[config.mk]
export PLATFORM = sky130hd
export DESIGN_NAME = acc_level_quantizer
export DESIGN_NICKNAME = d
export VERILOG_FILES = /design/src/rtl/acc_level_pkg.sv /design/src/rtl/acc_moving_avg.sv /design/src/rtl/acc_level_quantizer.sv
export SDC_FILE = /design/constraint.sdc
export NUM_CORES = 1
export LEC_CHECK = 0
export CAP_MARGIN = 20
export CORE_MARGIN = 1.5
export CORE_UTILIZATION = 57
export DETAILED_ROUTE_END_ITERATION = 10
export DONT_BUFFER_PORTS = 1
export PLACE_DENSITY_LB_ADDON = 0.15
export SYNTH_ARGS = -nofsm -noshare
export SYNTH_HDL_FRONTEND = slang
export SYNTH_SLANG_ARGS = --single-unit
[constraint.sdc]
create_clock -name i_clk -period 3.4 [get_ports i_clk]
set_clock_uncertainty 0.15 [all_clocks]
set_input_delay 0.68 -clock i_clk [delete_from_list [all_inputs] [get_ports i_clk]]
set_output_delay 0.68 -clock i_clk [all_outputs]
set_load 0.02 [all_outputs]
[src/rtl/acc_level_pkg.sv]
// Shared types, defaults and level search for the acceleration level quantizer.
// Hysteresis on level changes is enabled by defining ACC_LEVEL_HYST_EN.
package acc_level_pkg;

  localparam int DEF_DATA_W     = 16;
  localparam int DEF_NUM_LEVELS = 8;
  localparam int DEF_AVG_LOG2   = 2;
  localparam int DEF_HOLD_CNT   = 3;
  localparam int DEF_HYST       = 16;

  // Comparison width: wide enough that bound +/- margin never wraps.
  localparam int MAX_W = 32;
  localparam int MAX_L = 64;

  typedef enum logic [1:0] {
    FILL,
    STABLE,
    PENDING
  } state_t;

  typedef logic signed [MAX_W:0] cmp_t;

  // First k (from 0) with avg > bnd[k]; nl-1 when nothing matches.
  function automatic int pick_level(
    input cmp_t avg,
    input cmp_t bnd [MAX_L-1],
    input int   nl
  );
    int lvl;
    lvl = nl - 1;
    for (int k = MAX_L - 2; k >= 0; k--)
      if (k < nl - 1 && avg > bnd[k])
        lvl = k;
    return lvl;
  endfunction

endpackage

[src/rtl/acc_moving_avg.sv]
// Power-of-two sliding window with running sum and registered average.
// Empty slots count as zero until the window has filled once.
module acc_moving_avg
  import acc_level_pkg::*;
#(
  parameter int DATA_W   = DEF_DATA_W,
  parameter int AVG_LOG2 = DEF_AVG_LOG2
) (
  input  logic                     clk,
  input  logic                     rst_n,
  input  logic signed [DATA_W-1:0] sample,
  input  logic                     sample_valid,
  input  logic                     clear,
  output logic signed [DATA_W-1:0] avg,
  output logic                     upd,
  output logic                     full
);

  localparam int DEPTH = 1 << AVG_LOG2;
  localparam int SW    = DATA_W + AVG_LOG2;
  localparam int FW    = AVG_LOG2 + 1;

  logic signed [DATA_W-1:0] win [DEPTH];
  logic signed [SW-1:0]     sum;
  logic signed [SW-1:0]     sum_next;
  logic [FW-1:0]            fill;

  assign sum_next = sum + SW'(sample)
                  - SW'(win[DEPTH-1]);
  assign full = (fill == FW'(DEPTH));

  always_ff @(posedge clk or negedge rst_n) begin
    if (!rst_n) begin
      for (int i = 0; i < DEPTH; i++)
        win[i] <= '0;
      sum  <= '0;
      fill <= '0;
      avg  <= '0;
      upd  <= 1'b0;
    end else if (clear) begin
      for (int i = 0; i < DEPTH; i++)
        win[i] <= '0;
      sum  <= '0;
      fill <= '0;
      avg  <= '0;
      upd  <= 1'b0;
    end else begin
      upd <= sample_valid;
      if (sample_valid) begin
        win[0] <= sample;
        for (int i = 1; i < DEPTH; i++)
          win[i] <= win[i-1];
        sum <= sum_next;
        avg <= DATA_W'(sum_next >>> AVG_LOG2);
        if (!full)
          fill <= fill + 1'b1;
      end
    end
  end

endmodule

[src/rtl/acc_level_quantizer.sv]
// Averages acceleration samples and commits a debounced level index.
// Define ACC_LEVEL_HYST_EN to add a hysteresis margin around bounds.
module acc_level_quantizer
  import acc_level_pkg::*;
#(
  parameter int DATA_W     = DEF_DATA_W,
  parameter int NUM_LEVELS = DEF_NUM_LEVELS,
  parameter int AVG_LOG2   = DEF_AVG_LOG2,
  parameter int HOLD_CNT   = DEF_HOLD_CNT,
  parameter int HYST       = DEF_HYST
) (
  input  logic                     i_clk,
  input  logic                     i_rst_n,
  input  logic signed [DATA_W-1:0] i_sample,
  input  logic                     i_sample_valid,
  input  logic                     i_clear,
  input  logic [(NUM_LEVELS-1)*DATA_W-1:0] i_bounds,
  output logic signed [DATA_W-1:0] o_avg,
  output logic [$clog2(NUM_LEVELS)-1:0] o_level,
  output logic                     o_level_valid,
  output logic                     o_level_changed
);

  localparam int LW = $clog2(NUM_LEVELS);
  localparam int CW = $clog2(HOLD_CNT + 1);

  state_t        state;
  logic          upd;
  logic          full;
  logic [LW-1:0] raw;
  logic [LW-1:0] cand;
  logic [LW-1:0] pend;
  logic [CW-1:0] cnt;
  logic [CW-1:0] cnt_inc;
  cmp_t          avg_c;
  cmp_t          bnd [MAX_L-1];

  acc_moving_avg #(
    .DATA_W   (DATA_W),
    .AVG_LOG2 (AVG_LOG2)
  ) u_avg (
    .clk          (i_clk),
    .rst_n        (i_rst_n),
    .sample       (i_sample),
    .sample_valid (i_sample_valid),
    .clear        (i_clear),
    .avg          (o_avg),
    .upd          (upd),
    .full         (full)
  );

  always_comb begin
    for (int k = 0; k < MAX_L - 1; k++)
      bnd[k] = '0;
    for (int k = 0; k < NUM_LEVELS - 1; k++)
      bnd[k] = cmp_t'($signed(i_bounds[k*DATA_W +: DATA_W]));
  end

  assign avg_c   = cmp_t'(o_avg);
  assign raw     = LW'(pick_level(avg_c, bnd, NUM_LEVELS));
  assign cnt_inc = cnt + 1'b1;

`ifdef ACC_LEVEL_HYST_EN
  logic [LW-1:0] lvl_dn;
  logic          up_ok;
  logic          dn_ok;

  // A rejected move looks like "stay at the committed level".
  assign lvl_dn = o_level - 1'b1;
  assign up_ok  = (raw > o_level) &&
                  (avg_c <= bnd[o_level] - cmp_t'(HYST));
  assign dn_ok  = (raw < o_level) &&
                  (avg_c > bnd[lvl_dn] + cmp_t'(HYST));
  assign cand   = (up_ok || dn_ok) ? raw : o_level;
`else
  assign cand = raw;
`endif

  always_ff @(posedge i_clk or negedge i_rst_n) begin
    if (!i_rst_n) begin
      state           <= FILL;
      o_level         <= '0;
      o_level_valid   <= 1'b0;
      o_level_changed <= 1'b0;
      pend            <= '0;
      cnt             <= '0;
    end else begin
      o_level_changed <= 1'b0;
      if (i_clear) begin
        state         <= FILL;
        o_level_valid <= 1'b0;
        pend          <= '0;
        cnt           <= '0;
      end else if (upd) begin
        unique case (state)
          FILL: begin
            if (full) begin
              o_level       <= raw;
              o_level_valid <= 1'b1;
              state         <= STABLE;
            end
          end
          STABLE: begin
            if (cand != o_level) begin
              if (HOLD_CNT == 1) begin
                o_level         <= cand;
                o_level_changed <= 1'b1;
              end else begin
                pend  <= cand;
                cnt   <= CW'(1);
                state <= PENDING;
              end
            end
          end
          PENDING: begin
            if (cand == o_level) begin
              state <= STABLE;
            end else if (cand == pend) begin
              cnt <= cnt_inc;
              if (cnt_inc == CW'(HOLD_CNT)) begin
                o_level         <= pend;
                o_level_changed <= 1'b1;
                state           <= STABLE;
              end
            end else begin
              pend <= cand;
              cnt  <= CW'(1);
            end
          end
        endcase
      end
    end
  end

endmodule

[Word-level counts from Yosys, hierarchy flattened]
Index checks and enable logic that the tools add are counted.
Storage, ports and cells
  word-level logic and storage cells: 109
  flip-flop bits (word level): 114
  output and inout port bits: 21
  bits of input ports: 132
Cells by class
  multiplexer cells: 52
  bitwise logic cells: 1
  order comparisons: 7
  reductions and logical operators: 13
  $add $sub $neg: 4
  equality and inequality tests: 18
Operators by type and width (number)
  2-to-1 mux 64 bit: 2
  greater-than comparator 16 bit: 7
  2-to-1 mux 3 bit: 18
  2-to-1 mux 18 bit: 2
  2-to-1 mux 16 bit: 2
  2-to-1 mux 2 bit: 12
  adder 18 x 16 -> 18 bit: 1
  subtractor 18 x 16 -> 18 bit: 1
  2-to-1 mux 1 bit: 12
  != test 3 bit, second input constant: 4
  case mux 3 bit (2 select lines): 2
  != test 2 bit, second input constant: 5
  AND reduction 5 bit: 2
  nonzero test 2 bit: 5
  != test 4 bit, second input constant: 2
  AND reduction 7 bit: 1
  equality test 3 bit: 2
  case mux 2 bit (3 select lines): 1
  equality test 2 bit, second input constant: 2
  case mux 2 bit (2 select lines): 1
  AND reduction 4 bit: 1
  adder 3 x 1 -> 3 bit, second input constant: 1
  equality test 3 bit, second input constant: 1
  != test 3 bit: 1
  other kinds (7): 7

[Depth between registers and ports, before layout]
Gate-level depths: netlist of run 1.
  depth after elaboration: 14
  mapped depth: 16
  mapped depth without buffers: 16

[Hierarchy]
A second synthesis of run 1 with hierarchy kept.
Second synthesis, totals
  cells, all modules: 990
  area total of the unflattened synthesis: 8749.6 um^2
By module, submodules not included
  acc_moving_avg: instances 1, seq. area each 2152.1 um^2, area each 4969.8 um^2, cells an instance 495
  acc_level_quantizer: instances 1, seq. area each 300.3 um^2, area each 3779.9 um^2, cells an instance 495

[Worst setup path after synthesis of run 1]
OpenSTA, ideal clock, no wires.
  path type: input port to flip-flop
  start point: in i_bounds[31]
  end point: reg cnt[0]
  data required time: 3.130 ns
  arrival time: 3.564 ns
  stages: 13
  path buffers: 0
  library setup time: 0.120 ns
  path slack: -0.434 ns
  cells stage by stage: inv_1 ha_1 nand4_2 or4_4 a21o_1 a31oi_2 nor2_4 nand3b_2 mux2i_1 a2111oi_4 o21ai_2 or4b_4 o211a_1
On the way
  longest elaborated chain between the ends: 9
  elaborated cells between the ends (all ways): 14
  classes of those cells: order compare: 1; eq/ne: 5; mux: 7; reduce/logical: 1
Ends and longest elaborated chain
  start, declared: line acc_level_quantizer.sv:17  | input logic [(NUM_LEVELS-1)*DATA_W-1:0] i_bounds,
  greater-than comparator 16 bit (*): line acc_level_pkg.sv:32  | if (k < nl - 1 && avg > bnd[k])
  2-to-1 mux 3 bit (*) (2 in a row): line acc_level_pkg.sv:32
  equality test 3 bit: line acc_level_quantizer.sv:118  | end else if (cand == pend) begin
  2-to-1 mux 2 bit: line acc_level_quantizer.sv:118
  2-to-1 mux 2 bit: line acc_level_quantizer.sv:116  | if (cand == o_level) begin
  case mux 2 bit (2 select lines): line acc_level_quantizer.sv:95  | unique case (state)
  2-to-1 mux 2 bit: line acc_level_quantizer.sv:94  | end else if (upd) begin
  2-to-1 mux 2 bit: line acc_level_quantizer.sv:89  | if (i_clear) begin
  end signal, assigned: line acc_level_quantizer.sv:119  | cnt <= cnt_inc;
  end, declared: line acc_level_quantizer.sv:33  | logic [CW-1:0] cnt;
Mark *: on every way between the ends. The rest lies on a longest branch, timed or not. The select of a mux whose other input is x is not followed.
A chain may end at the register's enable or synchronous reset.

==> out/results.tsv, run 1 <==
metric	value	unit
Power Density	658	nW/µm²
GRT Util Overall	27.7	%
drc violations	0	
DRT Pass-1 Iters	4	
CTS Buf Count	9	
crit start category	flop	
Post-synth ARST share	100	%
WL final	22600	µm
Skew-Pair Late Insertion Delay	340	ps
CTS sink cnt	98	
final hold slack	51.5	ps
Die Width	127	µm
CTS Buffer Depth	2	
f_max	0.271	GHz
Detail Placement HPWL	16600	µm
Final Net Count	1373	
CP arrival	3770	ps
Max Cap Viol	0	
CTS tree	done	
RSZ-0062 raised after global routing	yes	
Critical Path Sink Type	flop	
initial core utilization	58.2	%
Post-Place Setup Slack	-395	ps
Max Slew Vio Count	0	
register bit total from synthesis	98	
std cell rows	45	
status	finished with violations	
Gate Count Post-Synth	998	
Leak	5.72	nW
Ports	153	
antenna fix cells	0	
Post-synth EDFFs	0	
most frequent cells in the layout	inv_1, nor2_1, buf_4	
failing checks	setup timing	
Cell Area, Synth	8820	µm²
gr ovfl total	0	
initial DRC count	417	
RD Place Congestion	0.876	
Area growth syn-to-layout	24.8	%
H-tree Lvls	3	
syn_area_per_cell	8.84	µm²
post-layout util	72.6	%
Period minus WS final	3680	ps
commonest non-fill, non-tap cell in the layout	inv_1	
I/O Buffers	0	
Core Footprint	15100	µm²
crit path max fanout	10	
Worst-path clk slew	70	ps
Worst R2R End	cnt[0]$_DFFE_PN0P_	
routed length per instance	17.6	µm
vias per cell	5.68	
worst reg2reg path depth	14	
total power of the final layout	0.00725	W
Worst Tran Pin Value	566	ps
die area	16200	µm²
vias in the first global route	7194	
RR Startpoint	u_avg.sum[15]$_DFFE_PN0P_	
Die Y	127	µm
slew margin rel.	62.2	%
YS warnings	0	
hold crit path type	input pin to async pin	
syn nets	1281	
WS Path Type	flop to flop	
layout cells sized above 1	24.0	%
worst setup margin	-285	ps
routed vias	7286	
Reg2Reg Setup Slack	-280	ps
Tcrit/Tclk final	108	%
number of antenna violations at the first check in global routing	0	
Fin. Hold Viols	0	
root buffer cell	clkbuf_16	
worst vdd ir	342	µV
Top FF cell, synth	dfrtp_1	
Final setup viols	11	
Seq/Total Area, Yosys	27.8	%
first-pass GRT wire length	35200	µm
fill count	1123	
largest net degree at the start of global routing	99	
setup_tns	-1980	ps
Detail Route Antenna Nets	0	
Distinct cells, synth	74	
CP required	3480	ps
## worst max-delay path by stage
stage / start / cells after the start / to / slack (ps)
2_1_floorplan: i_bounds[21] / 13 / cnt[0]$_DFFE_PN0P_ / -190
4_1_cts: u_avg.sum[13]$_DFFE_PN0P_ / 13 / pend[1]$_DFFE_PN0P_ / -210
3_5_place_dp: i_bounds[97] / 13 / pend[1]$_DFFE_PN0P_ / -390
6_report: u_avg.sum[15]$_DFFE_PN0P_ / 14 / cnt[0]$_DFFE_PN0P_ / -280
3_3_place_gp: i_bounds[62] / 13 / pend[1]$_DFFE_PN0P_ / -360
5_1_grt: u_avg.sum[17]$_DFFE_PN0P_ / 14 / cnt[0]$_DFFE_PN0P_ / -430
## power breakdown
group	internal (W)	switching, W	leakage (nW)
combinational	0.00233	0.00240	4.23
sequential	0.00127	0.000146	1.33
clock	0.000652	0.000437	0.162
## Yosys cell counts (all sizes together), types with 4 or more instances
library cell / count / share of area, %
a211oi: 10 / 0.85
mux2: 7 / 0.89
nor2b: 5 / 0.35
o21a: 4 / 0.34
fa: 17 / 3.9
nor3: 16 / 0.91
nor2: 108 / 4.7
nand2: 34 / 1.4
o211ai: 8 / 0.68
and3: 7 / 0.50
o21bai: 4 / 0.34
nand4: 22 / 1.6
clkbuf: 16 / 0.79
or3: 6 / 0.43
a21o: 20 / 1.7
xnor2: 11 / 1.1
a31oi: 8 / 0.71
buf: 24 / 1.8
ha: 134 / 19
nand3b: 11 / 0.98
xor2: 7 / 0.70
o21ai: 25 / 1.5
mux2i: 82 / 9.3
inv: 187 / 8.0
a21oi: 55 / 3.2
nand3: 15 / 0.85
dfrtp: 98 / 28
or2: 6 / 0.43
nor4b: 5 / 0.57
nand2b: 4 / 0.28
## per-layer routing
metal	vias to the layer above	wire length (µm)	GRT usage [%]	share of wire, %
met1	3472	9640	33.3	43
met4	0	880	11.3	3.9
met5	-	0	0	0
met3	49	1110	5.40	4.9
met2	186	11000	48.8	48
li1	3579	-	-	-
## area by class of cell
type | instances | area, µm² | area share (%)
Multi-Input combinational cell | 672 | 6180 | 56.2
Inverter | 187 | 709 | 6.45
Clock inverter | 3 | 43.8 | 0.398
Timing Repair Buffer | 122 | 1090 | 9.94
Clock buffer | 13 | 280 | 2.55
Tap cell | 188 | 235 | 2.14
Sequential cell | 98 | 2460 | 22.3
## registers in the layout, indices dropped and copies added (netlist names)
name / count
u_avg.win: 64
u_avg.sum: 18
o_level: 3
pend: 3
u_avg.fill: 3
cnt: 2
state: 2
o_level_changed: 1
o_level_valid: 1
u_avg.upd: 1
## per-stage QoR
step	cell area, µm²	instances
final	11000	1283
after global routing	11000	1283
after CTS	10600	1274
after detailed placement	9940	1247
after global placement	9940	1247
after floorplan	9080	998
## critical path, cell delays in order (launching register included)
cell and delay (ps):
dfrtp_1 400, buf_12 160, ha_4 260, and3_4 170, nand4_1 150, a211o_1 270, nand4_1 190, mux2i_4 400
buf_4 180, nor4b_2 40, mux2i_1 140, a41o_1 230, o21ai_2 80, or4b_4 500, o211a_1 220
## what timing repair did
| item | in CTS | in global routing |
|---|---|---|
| setup endpoints to repair | 15 | 18 |
| resized for setup | 33 | 59 |
| hold endpoints to repair | 98 | 0 |
| setup buffers | 10 | 10 |
| pin swaps | 8 | 38 |
| hold buffers | 1 | 0 |
## cell families (layout without fill, tap and decap cells)
kind of cell	after synthesis	after routing	share of synthesized area (%)
compound gates	162	162	12.4
xor+xnor	18	18	1.79
fa+ha+maj	151	151	22.9
buf+inv	228	325	10.7
flops	98	98	27.8
mux	89	89	10.2
simple gates	252	252	14.3
Note: power is estimated with default switching activity, not from simulation.
==> inputs of run 2 (changes only) <==
--- a/config.mk
+++ b/config.mk
@@ -10,6 +10,7 @@
 export CORE_UTILIZATION = 57
 export DETAILED_ROUTE_END_ITERATION = 10
 export DONT_BUFFER_PORTS = 1
+export HOLD_SLACK_MARGIN = 0.1
 export PLACE_DENSITY_LB_ADDON = 0.15
 export SYNTH_ARGS = -nofsm -noshare
 export SYNTH_HDL_FRONTEND = slang
==> results of run 2 <==
Same layout as run 1: the final DEF is identical, and so are final timing and power.
==> inputs of run 3 (changes only) <==
--- a/config.mk
+++ b/config.mk
@@ -5,9 +5,11 @@
 export SDC_FILE = /design/constraint.sdc
 export NUM_CORES = 1
 export LEC_CHECK = 0
+export ABC_AREA = 0
 export CAP_MARGIN = 20
 export CORE_MARGIN = 1.5
 export CORE_UTILIZATION = 57
+export CTS_CLUSTER_SIZE = 24
 export DETAILED_ROUTE_END_ITERATION = 10
 export DONT_BUFFER_PORTS = 1
 export HOLD_SLACK_MARGIN = 0.1
==> results of run 3 <==
Same layout as run 1: the final DEF is identical, and so are final timing and power.
==> patch: new RTL, flow settings as in run 1 <==
Reset style: synchronous (`i_rst_n` and `rst_n`), changed in 2 clocked blocks.
--- a/src/rtl/acc_moving_avg.sv
+++ b/src/rtl/acc_moving_avg.sv
@@ -29,7 +29,7 @@
                   - SW'(win[DEPTH-1]);
   assign full = (fill == FW'(DEPTH));
 
-  always_ff @(posedge clk or negedge rst_n) begin
+  always_ff @(posedge clk) begin
     if (!rst_n) begin
       for (int i = 0; i < DEPTH; i++)
         win[i] <= '0;
--- a/src/rtl/acc_level_quantizer.sv
+++ b/src/rtl/acc_level_quantizer.sv
@@ -76,7 +76,7 @@
   assign cand = raw;
 `endif
 
-  always_ff @(posedge i_clk or negedge i_rst_n) begin
+  always_ff @(posedge i_clk) begin
     if (!i_rst_n) begin
       state           <= FILL;
       o_level         <= '0;
Function: differs if i_rst_n is asserted again (counterexample within 4 cycles, from zero or initial values and one cycle with i_rst_n low); with i_rst_n held inactive, the same outputs for 4 cycles.
==> patch against run 1 <==
  * The flow still finishes with violations (setup timing)
  * Non-clock buffer count shrank 3
  * Synthesized area is 6.4% lower
  * Final area shrank 7.1%
  * Worst setup slack improved by 0.12 ns
  * Die area shrank 6.3%
  * Sequential cell count unchanged
  * First-iteration DRC count down 33%
  * Routed wire length fell by 2.8%
  * Critical path type unchanged
  * Largest cell class unchanged
  * Highest routed layer unchanged
Power is not compared: it rests on default switching activity, and its combinational part moved more than twofold at a synthesized area within 25%.
==> patch: results (changes against run 1) <==
| Metric | Value |
|---|---|
| Status | `finished, violations left` |
| Failing checks | `setup timing` |
| P_leak | `5.17 nW` |
| Final Net Count | `1322 (-3.7%)` |
| Worst rel slew slack | `48.2% (-14 points)` |
| Net Sw Power | `1.47 mW` |
| Number of placed instances, taps included | `1196 (-4.1%)` |
| Min-delay worst type | `in2reg` |
| Clock-pin slew on the worst setup and hold paths | `0.07 ns (about the same)` |
| Syn_nets | `1230 (-4.0%)` |
| Async S/R FF share, synth | `0% (-100 points)` |
| Maximum clock path buffer count | `2 (unchanged)` |
| Largest net degree at the start of global routing | `75 (-24%)` |
| Met2 wire len | `11.0 mm (+0.59%)` |
| Crit path buffers/inverters | `3 (+1)` |
| Root Driver | `clkbuf_16` |
| DP HPWL | `17.4 mm (+5.1%)` |
| Grt met2 use | `53.8% (+5.0 points)` |
| Share of cells above drive strength 1 | `22.5% (-1.5 points)` |
| CP max FO | `7 (-3)` |
| Ranking of synthesized cells by area | `ha_1 (20%), edfxtp_1 (17%), dfxtp_1 (12%), inv_1 (8.7%), fa_1 (4.1%)` |
| Critical path class | `reg2reg` |
| Initial antenna violation count | `0 (unchanged)` |
| Mean Syn Cell Area | `8.72 µm² (-1.4%)` |
| CTS buffer count | `9 (unchanged)` |
| Cell family with most CP delay | `compound AO/OA/AOI/OAI gates` |
| Seq/Total Area, Yosys | `29.6% (+1.8 points)` |
| WL/cell | `17.9 µm (+1.9%)` |
| Clk Latency, worst-skew pair | `0.34 ns (about the same)` |
| Seq pwr | `1.35 mW` |
| Met3 usage | `3.37% (-2.0 points)` |
| Reg2reg start | `u_avg.sum[13]$_SDFFE_PP0P_` |
| Placer Congestion | `0.898 (+2.6%)` |
| Aggregate global-route resource usage | `28.9% (+1.2 points)` |
| First-pass GRT wire length | `33.7 mm (-4.1%)` |
| Vias in the first global route | `7122 (-1.0%)` |
| Leading register cell type out of synthesis | `dfxtp_1` |
| Final WS setup | `-0.162 ns (+0.122 ns)` |
| Endpoints failing setup | `8 (-3)` |
| Total Power | `4.16 mW` |
| Post-synth EDFFs | `48 (+48)` |
| Critical Path AT | `3.69 ns (-0.08 ns)` |
| WL met3 | `968 µm (-13%)` |
| Via density | `5.72 (+0.79%)` |
| Hold Vio Cnt, Final | `0 (unchanged)` |
| Top cells by count, synth | `inv_1 (192), ha_1 (134), nor2_1 (72)` |
| CP max-delay cell | `or3_1` |
| DP Worst Slack | `-0.474 ns (-0.0794 ns)` |
| Filler instances | `983 (-12%)` |
| Hold Path Origin | `i_rst_n` |
| Met1 global-route usage | `34.4% (+1.1 points)` |
| Yosys cell types | `65 (-12%)` |
| Starting DRT DRC Count | `281 (-33%)` |
| Worst path max stage delay | `0.40 ns (-0.10 ns)` |
| Wl on met1 | `9.43 mm (-2.1%)` |
| Max H-tree Level | `3 (unchanged)` |
| Vias after detailed routing | `7006 (-3.8%)` |
| Initial DRT Pass Iterations | `5 (+1)` |
[patch: cell type report]
| class | instances | area, µm² | area share (%) |
|---|---|---|---|
| clock buffers | 10 | 239 | 2.34 |
| clock inverters | 6 | 56.3 | 0.551 |
| inverters | 192 | 728 | 7.13 |
| multi-input cells | 619 | 5490 | 53.7 |
| flip-flops and latches | 98 | 2470 | 24.2 |
| well taps | 180 | 225 | 2.20 |
| repair buffers | 119 | 1010 | 9.85 |
[patch: worst paths after layout]
check	depth (start not counted)	slack [ns]	endpoint
worst max-delay path	14	-0.16	cnt[1]$_SDFFE_PP0P_
worst max register to register	14	-0.16	cnt[1]$_SDFFE_PP0P_
worst min-delay path	2	0.33	o_level[1]$_SDFFE_PN0P_
worst min register to register	2	0.33	u_avg.fill[1]$_SDFFE_PP0P_
[patch: cell families after synthesis]
group | share of synthesized area (%)
flops | 29.6
buf+inv | 11.2
simple gates | 15.6
fa+ha+maj | 24.4
compound gates | 13.8
xor+xnor | 1.80
mux | 3.52
[patch: metrics by stage]
stage	hold slack, ns	TNS [ns]	instance area [µm²]
floorplan	0.290	-0.195	8340
global placement	0.296	-5.74	9260
detailed placement	0.309	-6.15	9260
CTS	0.280	-0.230	9910
global route	0.302	-1.95	10200
finish	0.329	-0.591	10200
[patch: worst reg2reg max path, cell delays in order (launching register included)]
cell and delay, ns:
dfxtp_2 0.35, buf_12 0.15, ha_4 0.27, and3_1 0.16, nand4_1 0.16, o31a_1 0.32, o31a_1 0.14, buf_4 0.15
a211oi_2 0.22, buf_4 0.20, and4_4 0.25, nor3_4 0.06, a2111o_1 0.39, or3_1 0.40, a21oi_2 0.12
[patch: repair_timing]
item | in CTS | in global routing
endpoints found under the setup margin | 16 | 17
pin swaps | 25 | 23
gates resized for setup | 58 | 52
setup buffers | 10 | 4
